File: src/rtl/db_pkg.sv
// Shared constants and types for the SRIO doorbell responder.
package db_pkg;

  localparam logic [3:0] FTYPE_NREAD  = 4'h2;
  localparam logic [3:0] FTYPE_NWRITE = 4'h5;
  localparam logic [3:0] FTYPE_SWRITE = 4'h6;
  localparam logic [3:0] FTYPE_DOORB  = 4'hA;
  localparam logic [3:0] FTYPE_MESSG  = 4'hB;
  localparam logic [3:0] FTYPE_RESP   = 4'hD;

  localparam logic [15:0] DB_RDY_BASE = 16'h0100;
  localparam logic [15:0] DB_NRDY     = 16'h01FF;

  typedef struct packed {
    logic [7:0]  tid;
    logic [15:0] srcid;
    logic [15:0] info;
  } db_req_t;

  typedef enum logic {
    ST_IDLE,
    ST_SEND
  } resp_state_e;

  // Channels outside the implemented range always report not-ready.
  function automatic logic [15:0] ready_info(input logic [4:0] ch, input logic [31:0] ready,
                                             input int unsigned n_ed);
    if ((32'(ch) < n_ed) && ready[ch])
      return DB_RDY_BASE | {11'b0, ch};
    return DB_NRDY;
  endfunction

endpackage

File: src/rtl/db_resp_q_if.sv
// Request and response AXI-Stream channels between the SRIO logical layer and the doorbell responder.
interface db_resp_q_if;

  logic        treq_tvalid_in;
  logic        treq_tready_o;
  logic        treq_tlast_in;
  logic [63:0] treq_tdata_in;
  logic [7:0]  treq_tkeep_in;
  logic [31:0] treq_tuser_in;

  logic        tresp_tready_in;
  logic        tresp_tvalid_o;
  logic        tresp_tlast_o;
  logic [63:0] tresp_tdata_o;
  logic [7:0]  tresp_tkeep_o;
  logic [31:0] tresp_tuser_o;

  modport slave (
    input  treq_tvalid_in, treq_tlast_in, treq_tdata_in, treq_tkeep_in, treq_tuser_in,
    input  tresp_tready_in,
    output treq_tready_o,
    output tresp_tvalid_o, tresp_tlast_o, tresp_tdata_o, tresp_tkeep_o, tresp_tuser_o
  );

  modport master (
    output treq_tvalid_in, treq_tlast_in, treq_tdata_in, treq_tkeep_in, treq_tuser_in,
    output tresp_tready_in,
    input  treq_tready_o,
    input  tresp_tvalid_o, tresp_tlast_o, tresp_tdata_o, tresp_tkeep_o, tresp_tuser_o
  );

endinterface

File: src/rtl/db_sync_fifo.sv
// Single-clock FIFO with occupancy count; DEPTH must be a power of two so the pointers wrap naturally.
module db_sync_fifo #(
  parameter int WIDTH = 40,
  parameter int DEPTH = 8
) (
  input  logic                     clk,
  input  logic                     rst,
  input  logic                     push,
  input  logic                     pop,
  input  logic [WIDTH-1:0]         din,
  output logic [WIDTH-1:0]         dout,
  output logic                     full,
  output logic                     empty,
  output logic [$clog2(DEPTH):0]   count
);

  localparam int AW = $clog2(DEPTH);
  localparam logic [AW:0] FULL_CNT = DEPTH[AW:0];

  logic [WIDTH-1:0] mem [DEPTH];
  logic [AW-1:0]    wr_ptr;
  logic [AW-1:0]    rd_ptr;
  logic             do_push;
  logic             do_pop;

  assign do_push = push && !full;
  assign do_pop  = pop && !empty;

  always_ff @(posedge clk or posedge rst) begin
    if (rst) begin
      wr_ptr <= '0;
      rd_ptr <= '0;
      count  <= '0;
    end else begin
      if (do_push) wr_ptr <= wr_ptr + 1'b1;
      if (do_pop)  rd_ptr <= rd_ptr + 1'b1;
      case ({do_push, do_pop})
        2'b10:   count <= count + 1'b1;
        2'b01:   count <= count - 1'b1;
        default: count <= count;
      endcase
    end
  end

  always_ff @(posedge clk) begin
    if (do_push) mem[wr_ptr] <= din;
  end

  assign dout  = mem[rd_ptr];
  assign full  = (count == FULL_CNT);
  assign empty = (count == '0);

endmodule

File: src/rtl/db_resp_q.sv
// Doorbell responder: queues incoming DOORB requests and answers each with a single-beat response.
// Optional DB_RESP_STATS_EN adds saturating rx_db_cnt / tx_resp_cnt / nack_cnt statistics outputs.
module db_resp_q
  import db_pkg::*;
#(
  parameter int          N_ED      = 4,
  parameter int          DEPTH     = 8,
  parameter logic [1:0]  RESP_PRIO = 2'h1
) (
  input  logic            log_clk,
  input  logic            log_rst,
  input  logic [15:0]     src_id,
  input  logic [N_ED-1:0] ed_ready_in,
  db_resp_q_if.slave      bus
`ifdef DB_RESP_STATS_EN
  ,
  output logic [15:0]     rx_db_cnt,
  output logic [15:0]     tx_resp_cnt,
  output logic [15:0]     nack_cnt
`endif
);

  localparam int CW = $clog2(DEPTH) + 1;

  db_req_t     push_req;
  db_req_t     head_req;
  logic        fifo_full;
  logic        fifo_empty;
  logic [CW-1:0] fifo_count;
  logic        accept;
  logic        push;
  logic        pop;
  logic        first_beat;
  logic        load;
  logic        clear;
  logic [15:0] info_out;
  logic        resp_valid;
  logic [63:0] resp_data;
  logic [31:0] resp_user;
  logic        unused_bits;
  resp_state_e state;
  resp_state_e state_nx;

  assign bus.treq_tready_o = !fifo_full;
  assign accept = bus.treq_tvalid_in && bus.treq_tready_o;
  assign push   = accept && first_beat && (bus.treq_tdata_in[55:52] == FTYPE_DOORB);

  assign push_req = '{tid:   bus.treq_tdata_in[63:56],
                      srcid: bus.treq_tuser_in[31:16],
                      info:  bus.treq_tdata_in[31:16]};

  assign unused_bits = ^{bus.treq_tkeep_in, bus.treq_tdata_in[51:32], bus.treq_tdata_in[15:0],
                         bus.treq_tuser_in[15:0], fifo_count};

  // Only the first beat of a packet carries a header worth decoding.
  always_ff @(posedge log_clk or posedge log_rst) begin
    if (log_rst)     first_beat <= 1'b1;
    else if (accept) first_beat <= bus.treq_tlast_in;
  end

  db_sync_fifo #(
    .WIDTH ($bits(db_req_t)),
    .DEPTH (DEPTH)
  ) u_fifo (
    .clk   (log_clk),
    .rst   (log_rst),
    .push  (push),
    .pop   (pop),
    .din   (push_req),
    .dout  (head_req),
    .full  (fifo_full),
    .empty (fifo_empty),
    .count (fifo_count)
  );

  always_ff @(posedge log_clk or posedge log_rst) begin
    if (log_rst) state <= ST_IDLE;
    else         state <= state_nx;
  end

  always_comb begin
    state_nx = state;
    pop      = 1'b0;
    load     = 1'b0;
    clear    = 1'b0;
    unique case (state)
      ST_IDLE: begin
        if (!fifo_empty) begin
          pop      = 1'b1;
          load     = 1'b1;
          state_nx = ST_SEND;
        end
      end
      ST_SEND: begin
        if (bus.tresp_tready_in) begin
          if (!fifo_empty) begin
            pop  = 1'b1;
            load = 1'b1;
          end else begin
            clear    = 1'b1;
            state_nx = ST_IDLE;
          end
        end
      end
      default: state_nx = ST_IDLE;
    endcase
  end

  // Endpoint readiness is captured when the request leaves the FIFO, not when it arrived.
  assign info_out = ready_info(head_req.info[4:0], 32'(ed_ready_in), N_ED);

  always_ff @(posedge log_clk or posedge log_rst) begin
    if (log_rst) begin
      resp_valid <= 1'b0;
      resp_data  <= '0;
      resp_user  <= '0;
    end else if (load) begin
      resp_valid <= 1'b1;
      resp_data  <= {head_req.tid, FTYPE_DOORB, 4'h0, 1'b0, RESP_PRIO, 1'b0, 12'h0, info_out, 16'h0};
      resp_user  <= {src_id, head_req.srcid};
    end else if (clear) begin
      resp_valid <= 1'b0;
      resp_data  <= '0;
      resp_user  <= '0;
    end
  end

  assign bus.tresp_tvalid_o = resp_valid;
  assign bus.tresp_tlast_o  = resp_valid;
  assign bus.tresp_tkeep_o  = {8{resp_valid}};
  assign bus.tresp_tdata_o  = resp_data;
  assign bus.tresp_tuser_o  = resp_user;

`ifdef DB_RESP_STATS_EN
  logic tx_hs;
  assign tx_hs = resp_valid && bus.tresp_tready_in;

  // Statistics saturate instead of wrapping so a stuck counter reads as "very many".
  always_ff @(posedge log_clk or posedge log_rst) begin
    if (log_rst) begin
      rx_db_cnt   <= '0;
      tx_resp_cnt <= '0;
      nack_cnt    <= '0;
    end else begin
      if (push && (rx_db_cnt != 16'hFFFF))  rx_db_cnt   <= rx_db_cnt + 1'b1;
      if (tx_hs && (tx_resp_cnt != 16'hFFFF)) tx_resp_cnt <= tx_resp_cnt + 1'b1;
      if (tx_hs && (resp_data[31:16] == DB_NRDY) && (nack_cnt != 16'hFFFF))
        nack_cnt <= nack_cnt + 1'b1;
    end
  end
`endif

endmodule

File: src/flat_wrapper.sv
// flat-port wrapper written by rule: the top's interface ports become plain ports
module db_resp_q_flat import db_pkg::*;
#(
  parameter int          N_ED      = 4,
  parameter int          DEPTH     = 8,
  parameter logic [1:0]  RESP_PRIO = 2'h1
)
  (log_clk, log_rst, src_id, ed_ready_in, bus_treq_tvalid_in, bus_treq_tlast_in, bus_treq_tdata_in, bus_treq_tkeep_in, bus_treq_tuser_in, bus_tresp_tready_in, bus_treq_tready_o, bus_tresp_tvalid_o, bus_tresp_tlast_o, bus_tresp_tdata_o, bus_tresp_tkeep_o, bus_tresp_tuser_o);
  db_resp_q_if bus_i ();
  input  logic log_clk;
  input  logic log_rst;
  input  logic [15:0] src_id;
  input  logic [N_ED-1:0] ed_ready_in;
  input wire logic [$bits(bus_i.treq_tvalid_in)-1:0] bus_treq_tvalid_in;
  input wire logic [$bits(bus_i.treq_tlast_in)-1:0] bus_treq_tlast_in;
  input wire logic [$bits(bus_i.treq_tdata_in)-1:0] bus_treq_tdata_in;
  input wire logic [$bits(bus_i.treq_tkeep_in)-1:0] bus_treq_tkeep_in;
  input wire logic [$bits(bus_i.treq_tuser_in)-1:0] bus_treq_tuser_in;
  input wire logic [$bits(bus_i.tresp_tready_in)-1:0] bus_tresp_tready_in;
  output wire logic [$bits(bus_i.treq_tready_o)-1:0] bus_treq_tready_o;
  output wire logic [$bits(bus_i.tresp_tvalid_o)-1:0] bus_tresp_tvalid_o;
  output wire logic [$bits(bus_i.tresp_tlast_o)-1:0] bus_tresp_tlast_o;
  output wire logic [$bits(bus_i.tresp_tdata_o)-1:0] bus_tresp_tdata_o;
  output wire logic [$bits(bus_i.tresp_tkeep_o)-1:0] bus_tresp_tkeep_o;
  output wire logic [$bits(bus_i.tresp_tuser_o)-1:0] bus_tresp_tuser_o;
  assign bus_i.treq_tvalid_in = bus_treq_tvalid_in;
  assign bus_i.treq_tlast_in = bus_treq_tlast_in;
  assign bus_i.treq_tdata_in = bus_treq_tdata_in;
  assign bus_i.treq_tkeep_in = bus_treq_tkeep_in;
  assign bus_i.treq_tuser_in = bus_treq_tuser_in;
  assign bus_i.tresp_tready_in = bus_tresp_tready_in;
  assign bus_treq_tready_o = bus_i.treq_tready_o;
  assign bus_tresp_tvalid_o = bus_i.tresp_tvalid_o;
  assign bus_tresp_tlast_o = bus_i.tresp_tlast_o;
  assign bus_tresp_tdata_o = bus_i.tresp_tdata_o;
  assign bus_tresp_tkeep_o = bus_i.tresp_tkeep_o;
  assign bus_tresp_tuser_o = bus_i.tresp_tuser_o;
  db_resp_q #(.N_ED(N_ED), .DEPTH(DEPTH), .RESP_PRIO(RESP_PRIO)) u_core (.log_clk(log_clk), .log_rst(log_rst), .src_id(src_id), .ed_ready_in(ed_ready_in), .bus(bus_i));
endmodule
File: config.mk
export PLATFORM = sky130hd
export DESIGN_NAME = db_resp_q_flat
export DESIGN_NICKNAME = d
export VERILOG_FILES = /design/src/rtl/db_pkg.sv /design/src/rtl/db_resp_q_if.sv /design/src/rtl/db_sync_fifo.sv /design/src/rtl/db_resp_q.sv /design/src/flat_wrapper.sv
export SDC_FILE = /design/constraint.sdc
export NUM_CORES = 1
export LEC_CHECK = 0
export BUFFER_PORTS_ARGS = -buffer_cell sky130_fd_sc_hd__buf_2
export CAP_MARGIN = 20
export CORE_UTILIZATION = 45
export DETAILED_ROUTE_END_ITERATION = 6
export PLACE_DENSITY = 0.71
export REMOVE_ABC_BUFFERS = 1
export SYNTH_ARGS = -nofsm -noshare
export SYNTH_HDL_FRONTEND = slang
export SYNTH_HIERARCHICAL = 1
export SYNTH_SLANG_ARGS = --single-unit
export TNS_END_PERCENT = 20
File: constraint.sdc
create_clock -name log_clk -period 6.3 [get_ports log_clk]
set_input_delay 0.63 -clock log_clk [delete_from_list [all_inputs] [get_ports log_clk]]
set_output_delay 0.63 -clock log_clk [all_outputs]
set_load 0.05 [all_outputs]
# Yosys cells after proc, flatten, opt, wreduce, memory -nomap -nowiden
# Memory sizes are Yosys's and may differ from the RTL's.
# Cells that the tools add are included.
op_classes:
  addsub: 4
  n_lt_le_gt_ge: 2
  eq_ne: 4
  n_mux: 22
  bitwise: 1
  n_reduce_logical: 11
ops:
  columns: ["op", "n"]
  rows:
  - ["$mux W64", 2]
  - ["$mux W32", 2]
  - ["$mux W16", 2]
  - ["$mux W1", 12]
  - ["$eq A4 B4 Y1 const B", 2]
  - ["$pmux W4 S2", 1]
  - ["$add A3 B1 Y3 const B", 2]
  - ["$logic_and A1 B1 Y1", 6]
  - ["$lt A5 B6 Y1 const B", 1]
  - ["$bmux W1 S5", 1]
  - ["$lt A5 B3 Y1 const B", 1]
  - ["$add A4 B1 Y4 const B", 1]
  - ["$logic_not A4 Y1", 1]
  - ["$pmux W1 S2", 2]
  - ["$reduce_bool A2 Y1", 2]
  - ["$sub A4 B1 Y4 const B", 1]
  - ["$eq A2 B1 Y1 const B", 1]
  - ["$eq A2 B2 Y1 const B", 1]
  - ["$logic_not A1 Y1", 2]
  - ["$not A1 Y1", 1]
word_totals:
  register_bits: 109
  ramBits: 320
  in_bits: 129
  output_inout_bits: 107
  word_cells: 53
  n_memories: 1
mem_list:
  columns: ["name", "words", "word_bits", "rd", "rd_clocked_by_memory_dff", "write_ports", "line", "rtl"]
  rows:
  - ["u_core.u_fifo.mem", 8, 40, 1, 0, 1, "db_sync_fifo.sv:20", "logic [WIDTH-1:0] mem [DEPTH];"]

# Longest topological paths before layout
# Gate-level depths: netlist (run 1).
logic_depth:
  depth_word: 8
  depth_mapped: 11
  mapped_depth_nobuf: 11

# By module
# The synthesis (run 1) kept the hierarchy.
modules_own_cells:
  columns: ["module", "instances", "cells_each", "area_per_inst_um2", "seq_area_each_um2"]
  rows:
  - ["db_sync_fifo", 1, 531, 12964.9, 9859.5]
  - ["db_resp_q", 1, 182, 2262.2, 1227.4]

# Worst setup path after synthesis (run 1)
# OpenSTA, ideal clock, no wires.
synth_timing:
  kind: "register to register"
  startpoint: "reg u_core.u_fifo.count[3]"
  endpoint: "mem u_core.u_fifo.mem[1][0], enable pin"
  setup_time_ns: 0.487
  arrival_time_ns: 4.337
  slack_ns: 1.476
  path_stages_with_launch: 8
  n_path_buf: 0
  path_cell_list: "dfrtp_1 or4b_4 inv_1 nor2b_1 nand3_1 nor4b_1 nand3_1 nor3_1"
synth_between:
  elab_chain_len: 8
synth_rtl:
  columns: ["element", "line", "rtl"]
  rows:
  - ["from (decl)", "db_sync_fifo.sv:14", "output logic [$clog2(DEPTH):0] count"]
  - ["from (signal assigned)", "db_sync_fifo.sv:38", "2'b10: count <= count + 1'b1;"]
  - ["from (signal assigned)", "db_sync_fifo.sv:39", "2'b01: count <= count - 1'b1;"]
  - ["from (signal assigned)", "db_sync_fifo.sv:40", "default: count <= count;"]
  - ["$eq A4 B4 Y1", "db_sync_fifo.sv:50", "assign full = (count == FULL_CNT);"]
  - ["net u_core.fifo_full", "db_resp_q.sv:27", "logic fifo_full;"]
  - ["$logic_not A1 Y1", "db_resp_q.sv:44", "assign bus.treq_tready_o = !fifo_full;"]
  - ["$logic_and A1 B1 Y1", "db_resp_q.sv:45", "assign accept = bus.treq_tvalid_in && bus.treq_tready_o;"]
  - ["$logic_and A1 B1 Y1 (2 in a row)", "db_resp_q.sv:46", "assign push = accept && first_beat && (bus.treq_tdata_in[55:52] == FTYPE_DOORB);"]
  - ["net u_core.push", "db_resp_q.sv:31", "logic push;"]
  - ["$logic_and A1 B1 Y1", "db_sync_fifo.sv:26", "assign do_push = push && !full;"]
  - ["$mux W1", "db_sync_fifo.sv:46", "if (do_push) mem[wr_ptr] <= din;"]
  - ["$mux W1 (implied by the code)", "db_sync_fifo.sv:46", null]
  - ["to (decl)", "db_sync_fifo.sv:20", null]
# The timed path passes the listed nets, and every way through them passes these cells.

# Final worst setup path (run 1)
layout_timing:
  startpoint: "reg u_core.u_fifo.count[0]"
  endpoint: "reg u_core.u_fifo.count[3]"
layout_between:
  elab_chain_len: 8
  elab_cells_between_ends: 18
layout_rtl:
  columns: ["element", "line", "rtl"]
  rows:
  - ["$eq A4 B4 Y1 *", "db_sync_fifo.sv:50", null]
  - ["net u_core.fifo_full", "db_resp_q.sv:27", null]
  - ["$logic_not A1 Y1 *", "db_resp_q.sv:44", null]
  - ["$logic_and A1 B1 Y1 *", "db_resp_q.sv:45", null]
  - ["$logic_and A1 B1 Y1 * (2 in a row)", "db_resp_q.sv:46", null]
  - ["net u_core.push", "db_resp_q.sv:31", null]
  - ["$logic_and A1 B1 Y1 *", "db_sync_fifo.sv:26", null]
  - ["$eq A2 B1 Y1 / $eq A2 B2 Y1 (equally long branches)", "db_sync_fifo.sv:37", "case ({do_push, do_pop})"]
  - ["$pmux W4 S2 / $reduce_bool A2 Y1 (equally long branches)", null, null]
# Mark *: on every way through the listed nets, which the timed path passes. The rest lies on a longest branch.
# A chain may end at the register's enable or synchronous reset.

==> qor.yml, run 1 <==
detailed_routing:
  antenna_left: 0
  drt-initial-drc-count: 294
  vias: 5641
  route.met2.wl_mm: 11.4
  met3_length_mm: 1.22
  wl_per_cell_um: 20.7
  m1WireLength_mm: 9.06
  dr.max_layer_used: "met5"
  firstDrtPassIters: 4
  via_per_inst: 5.29
  drc_errors: 0
  drt_wl_total_mm: 22.1
power:
  power_density_nw_per_um2: 444
  p_total_mw: 6.09
  peakVddDrop_mv: 0.333
  p_leak_nw: 5.10
clocking:
  tritoncts: "done"
  cts_buffers: 28
  h-tree-depth: 1
  clkTransAtPathRegs_ns: 0.07
  cts.path.max_buffers: 3
  cts_resized: 0
  holdBufCountCts: 0
  root_buffer: "clkbuf_16"
  post_cts_buffers: 0
  clk_latency_ns: 0.53
  cts_sinks: 291
grt:
  antenna_found_initial: 2
  grt_pass1_vias: 5698
  gr-usage-all-layers_pct: 16.4
  grt_overflow_total: 0
  grt_pass1_wl_mm: 32.7
  grt_max_degree: 61
floorplan:
  num_rows: 59
  die_x_um: 165
  coreArea_sq_um: 26000
  initial_core_util_pct: 45.7
  dieArea_sq_um: 27100
  die_h_um: 165
  ioPinCount: 236
placement:
  gp_congestion: 0.700
  place_ws_ns: 2.62
  hpwl_mm: 13.6
  dp_cells: 1015
  portBuffers: 120
  placed_area_sq_um: 12700
worst_setup_path:
  end_kind: "register"
  cp-start-kind: "register"
  path_class: "register to register"
  cp.required_ns: 6.70
  cp-startpoint: "u_core/u_fifo/count[0]$_DFFE_PP0P_"
  reg2reg_from: "u_core/u_fifo/count[0]$_DFFE_PP0P_"
  path_max_fanout: 9
  cp.arrival_ns: 4.09
synthesis:
  syn_area_sq_um: 11900
  synth_cells: 592
  syn_avg_cell_area_sq_um: 20.1
  synth_warnings: 6
sta:
  holdWs_ns: 0.0809
  drv_slew: 0
  finalSetupViolCount: 0
  hold_violations: 0
  min_period_over_period_pct: 58.5
  clock_skew_ns: 0.0143
  worst_slack_ns: 2.62
  period_needed_ns: 3.68
  maxSlewHeadroom_pct: 34.4
  worst_pin_slew_ns: 0.984
  fmax_mhz: 271
  setup_tns_ns: 0
  rsz0062_at_grt: "false"
final_layout:
  fin_area_sq_um: 13700
  fillers: 1958
  fin_cells: 1067
  layout.nets: 845
  syn_to_final_growth_pct: 15.3
  fin_util_pct: 52.7
  drive_above_1_share_pct: 32.2
  n_antenna_cell: 0
min_path:
  holdCritPathClass: "input pin to asynchronous set/reset pin"
run_status:
  status: "finished, final reports clean"
run:
  maxCapViolations: 0
## registers in the layout (all words and copies together) (netlist names)
| signal | count |
|---|---|
| u_core/u_fifo/count | 4 |
| u_core/bus.tresp_tuser_o | 32 |
| u_core/u_fifo/rd_ptr | 3 |
| u_core/u_fifo/mem | 232 |
| u_core/u_fifo/wr_ptr | 3 |
| u_core/first_beat | 1 |
| u_core/state | 1 |
| u_core/bus.tresp_tdata_o | 15 |
## worst max-delay path: stages (launching register included)
cell      delay, ns
dfrtp_1        0.47
or4b_4         0.22
inv_1          0.06
nor2b_1        0.17
nand3_1        0.10
nor4b_1        0.62
nand2_1        0.25
ha_1           0.38
ha_1           0.37
or4b_2         0.66
o311ai_0       0.13
o211ai_1       0.12
## where the power goes
part | switching, mW | total (mW) | internal (mW)
Sequential | 0.244 | 2.49 | 2.25
Combinational | 1.15 | 1.91 | 0.754
Clock | 0.679 | 1.69 | 1.01
## per-layer routing
layer  vias to the layer above  GRT usage (%)
li1                       2542              -
met1                      2855           20.4
met2                       208           29.9
met3                        32           2.39
met4                         4           4.21
met5                         -              0
## final timing paths
path                                                       endpoint  slack (ns)  cells past startpoint
hold reg to reg            u_core/bus.tresp_tdata_o[19]$_DFFE_PP0P_        0.47                      1
min in group log_clk       u_core/bus.tresp_tdata_o[55]$_DFFE_PP0P_        0.31                      2
setup reg to reg                 u_core/u_fifo/count[3]$_DFFE_PP0P_        2.62                     11
hold / removal             u_core/bus.tresp_tdata_o[63]$_DFFE_PP0P_        0.08                      2
max in group asynchronous   u_core/bus.tresp_tuser_o[5]$_DFFE_PP0P_        5.68                      3
setup / recovery                 u_core/u_fifo/count[3]$_DFFE_PP0P_        2.62                     11
## cells in the final DEF (no fill, tap or decap), types with 5 or more instances in the layout
cell and instances:
clkinv_2 6, ha_1 5, conb_1 44, nand3_1 5, a22o_1 41, inv_1 9
buf_2 120, edfxtp_1 232, buf_4 7, dfrtp_1 56, xnor2_1 5, nand2_1 8
mux4_1 57, nor2_4 7, mux2_2 33, clkbuf_16 29
## final cells by class
type	count	area (sq um)	area share, %
sequential	291	8450	61.7
multi-input combinational	243	2990	21.8
timing repair buffer	136	846	6.17
clock buffer	36	792	5.78
tap	335	419	3.06
clock inverter	16	164	1.20
inverter	10	37.5	0.274
Power figures use the tool's default switching activity.
==> run 2: changes to the inputs <==
--- a/config.mk
+++ b/config.mk
@@ -5,11 +5,12 @@
 export SDC_FILE = /design/constraint.sdc
 export NUM_CORES = 1
 export LEC_CHECK = 0
+export ABC_AREA = 1
 export BUFFER_PORTS_ARGS = -buffer_cell sky130_fd_sc_hd__buf_2
 export CAP_MARGIN = 20
 export CORE_UTILIZATION = 45
 export DETAILED_ROUTE_END_ITERATION = 6
-export PLACE_DENSITY = 0.71
+export PLACE_DENSITY = 0.7
 export REMOVE_ABC_BUFFERS = 1
 export SYNTH_ARGS = -nofsm -noshare
 export SYNTH_HDL_FRONTEND = slang
==> constraint.sdc (replaced) <==
create_clock -name log_clk -period 3.6 [get_ports log_clk]
set_input_delay 0.36 -clock log_clk [delete_from_list [all_inputs] [get_ports log_clk]]
set_output_delay 0.36 -clock log_clk [all_outputs]
set_load 0.05 [all_outputs]
==> run 2 against run 1 <==
Non-clock buffer count is 20 higher. Die area is 10% higher. Combinational power is 150% higher. Critical path depth is 4 higher. Critical path type unchanged. Maximum frequency is 27% higher. Utilization is 1.2 points lower. Total power is 96% higher. Register-to-register slack worse by 1.9 ns.
==> qor.yml, run 2 <==
run_status:
  status: "finished, final reports clean"
floorplan:
  die_x_um: 173  # +5.0%
  num_rows: 62  # +5.1%
  ioPinCount: 236  # unchanged
  dieArea_sq_um: 29800  # +10%
  initial_core_util_pct: 45.7  # -0.053 points
  coreArea_sq_um: 28700  # +10%
  die_h_um: 173  # +5.0%
grt:
  grt_max_degree: 129  # +110%
  met1_usage_pct: 22.7  # +2.3 points
  antenna_found_initial: 4  # +2
  gr-usage-all-layers_pct: 18.1  # +1.7 points
  grt_pass1_vias: 8472  # +49%
  grtUsageMet3_pct: 3.21  # +0.82 points
  grt_use_met2_pct: 32.1  # +2.2 points
  grt_overflow_total: 0  # unchanged
  grt_pass1_wl_mm: 43.1  # +32%
  busiest_layer: "met2"
final_layout:
  drive_above_1_share_pct: 13.8  # -18 points
  fillers: 2540  # +30%
  layout.nets: 1622  # +92%
  fin_area_sq_um: 14800  # +7.9%
  final_cell_mix: "544 x nand2_1, 235 x nor2_1, 232 x edfxtp_1, 140 x inv_1, 120 x buf_2"
  largest_reg_flops: 232  # unchanged
  mostFrequentLayoutCell: "nand2_1"
  fin_util_pct: 51.5  # -1.2 points
  regMostFlops: "u_core/u_fifo/mem"
  fin_cells: 1898  # +78%
  syn_to_final_growth_pct: 12.7
worst_setup_path:
  cp-start-kind: "register"
  reg2reg_from: "u_core/u_fifo/count[0]$_DFFE_PP0P_"
  path_class: "register to register"
  path_max_fanout: 13  # +4
  crit_top_cell: "nand2_1"
  cp.required_ns: 4.03  # -2.67 ns
  end_kind: "register"
  max_stage_delay_ns: 0.47  # -0.19 ns
  cp.arrival_ns: 3.33  # -0.76 ns
  path_buf_inv: 3  # +2
  cp_slowest_cell: "nor4_1"
  cp-startpoint: "u_core/u_fifo/count[0]$_DFFE_PP0P_"
  path_cells: "nor2_1 > nand3_1 > inv_1 > inv_1 > nand2_1 > nor4_1 > nand2_1 > buf_4 > ha_1 > ha_1 > or2_2 > nand2_1 > nand2_1 > nand3_1 > nand2_1"
  cp_top_family: "simple AND/OR/NAND/NOR gates"
power:
  p_sw_share_pct: 41.4  # +7.2 points
  p_int_mw: 6.99  # +74%
  peakVddDrop_mv: 0.438  # +32%
  p_comb_share_pct: 39.9  # +8.6 points
  p_total_mw: 11.9  # +96%
  p_leak_nw: 6.85  # +34%
  switchingPower_mw: 4.93  # +140%
  clkPwrFrac_pct: 25.1  # -2.7 points
  pwr-share-seq_pct: 35.1  # -5.8 points
  power_density_nw_per_um2: 806  # +82%
clocking:
  cts_buffers: 30  # +7.1%
  clkTransAtPathRegs_ns: 0.06  # about the same
  root_buffer: "clkbuf_16"
  post_cts_buffers: 0  # unchanged
  h-tree-depth: 1  # unchanged
  cts_sinks: 291  # unchanged
  clk_latency_ns: 0.54  # about the same
  cts.path.max_buffers: 3  # unchanged
  tritoncts: "done"
sta:
  maxSlewHeadroom_pct: 32.8  # -1.6 points
  hold_violations: 0  # unchanged
  drv_slew: 0  # unchanged
  finalSetupViolCount: 0  # unchanged
  fmax_mhz: 345  # +27%
  worst_slack_ns: 0.705  # -1.91 ns
  min_period_over_period_pct: 80.4  # +22 points
  worst_pin_slew_ns: 1.01  # +0.0244 ns
  period_needed_ns: 2.89  # -0.789 ns
  clock_skew_ns: 0.00746  # -0.00687 ns
  rsz0062_at_grt: "false"
detailed_routing:
  drt-initial-drc-count: 502  # +71%
  firstDrtPassIters: 4  # unchanged
  drt_wl_total_mm: 26.6  # +20%
  wl_per_cell_um: 14.0  # -32%
  via_per_inst: 4.53  # -14%
  vias: 8592  # +52%
  antenna_left: 0  # unchanged
  drc_errors: 0  # unchanged
placement:
  placed_area_sq_um: 13700  # +7.6%
  hpwl_mm: 15.2  # +12%
  gp_congestion: 0.778  # +11%
  place_ws_ns: 0.710  # -1.91 ns
  dp_cells: 1831  # +80%
  portBuffers: 120  # unchanged
synthesis:
  synth_cells: 1387  # +130%
  syn_avg_cell_area_sq_um: 9.45  # -53%
  synth_warnings: 6  # unchanged
  syn_area_sq_um: 13100  # +10%
min_path:
  holdCritPathClass: "input pin to register"
  hold_start: "src_id[5]"
run:
  maxCapViolations: 0  # unchanged
==> run 2: power groups by stage <==
stage / logic (mW) / registers [mW] / clock network (mW)
after floorplan: 2.23 / 5.64 / 0
after global placement: 4.48 / 4.39 / 0
after detailed placement: 4.56 / 4.40 / 0
after CTS: 4.58 / 4.34 / 3.06
after global routing: 5.30 / 4.24 / 3.18
final: 4.75 / 4.18 / 2.99
==> run 2: path summary, 6_finish.rpt <==
kind | end | slack [ns] | cells after the start
max | u_core/u_fifo/count[3]$_DFFE_PP0P_ | 0.71 | 15
min | u_core/bus.tresp_tuser_o[21]$_DFFE_PP0P_ | 0.03 | 3
max reg2reg | u_core/u_fifo/count[3]$_DFFE_PP0P_ | 0.71 | 15
min reg2reg | u_core/bus.tresp_tuser_o[23]$_DFFE_PP0P_ | 0.46 | 2
max in group asynchronous | u_core/bus.tresp_tdata_o[56]$_DFFE_PP0P_ | 2.38 | 4
min in group asynchronous | u_core/u_fifo/wr_ptr[1]$_DFFE_PP0P_ | 0.36 | 3
==> run 2: repair_timing <==
action / 4_1_cts / 5_1_grt
gates resized for setup: 0 / 0
hold buffers: 7 / 0
setup endpoints to repair: 0 / 0
hold endpoints to repair: 34 / 0
==> run 2: cell type report <==
cell class,count,area [sq um],area share [%]
Tap cell,384,480,3.25
Clock inverter,15,129,0.872
Multi-Input combinational cell,865,3420,23.2
Clock buffer,41,833,5.64
Timing Repair Buffer,156,921,6.23
Antenna cell,3,7.51,0.0508
Sequential cell,291,8450,57.2
Inverter,143,537,3.63
==> run 2: per-layer routing <==
metal	part of all wire, %	vias to the layer above
met3	5.3	42
met4	2.1	2
met2	50	223
met5	0.049	-
met1	43	3968
li1	-	4357
==> run 2: tightest hold or removal path, delay by kind of cell <==
family / cells / cell delay (ns)
AND/OR/NAND/NOR: 2 / 0.11
buffers and inverters: 1 / 0.08
==> run 2: metrics by stage <==
stage          TNS [ns]  hold WS [ns]
4_1_cts               0       0.00448
3_3_place_gp          0         0.382
3_5_place_dp          0         0.388
2_1_floorplan   -173.79         0.200
6_report              0        0.0298
5_1_grt               0        0.0217
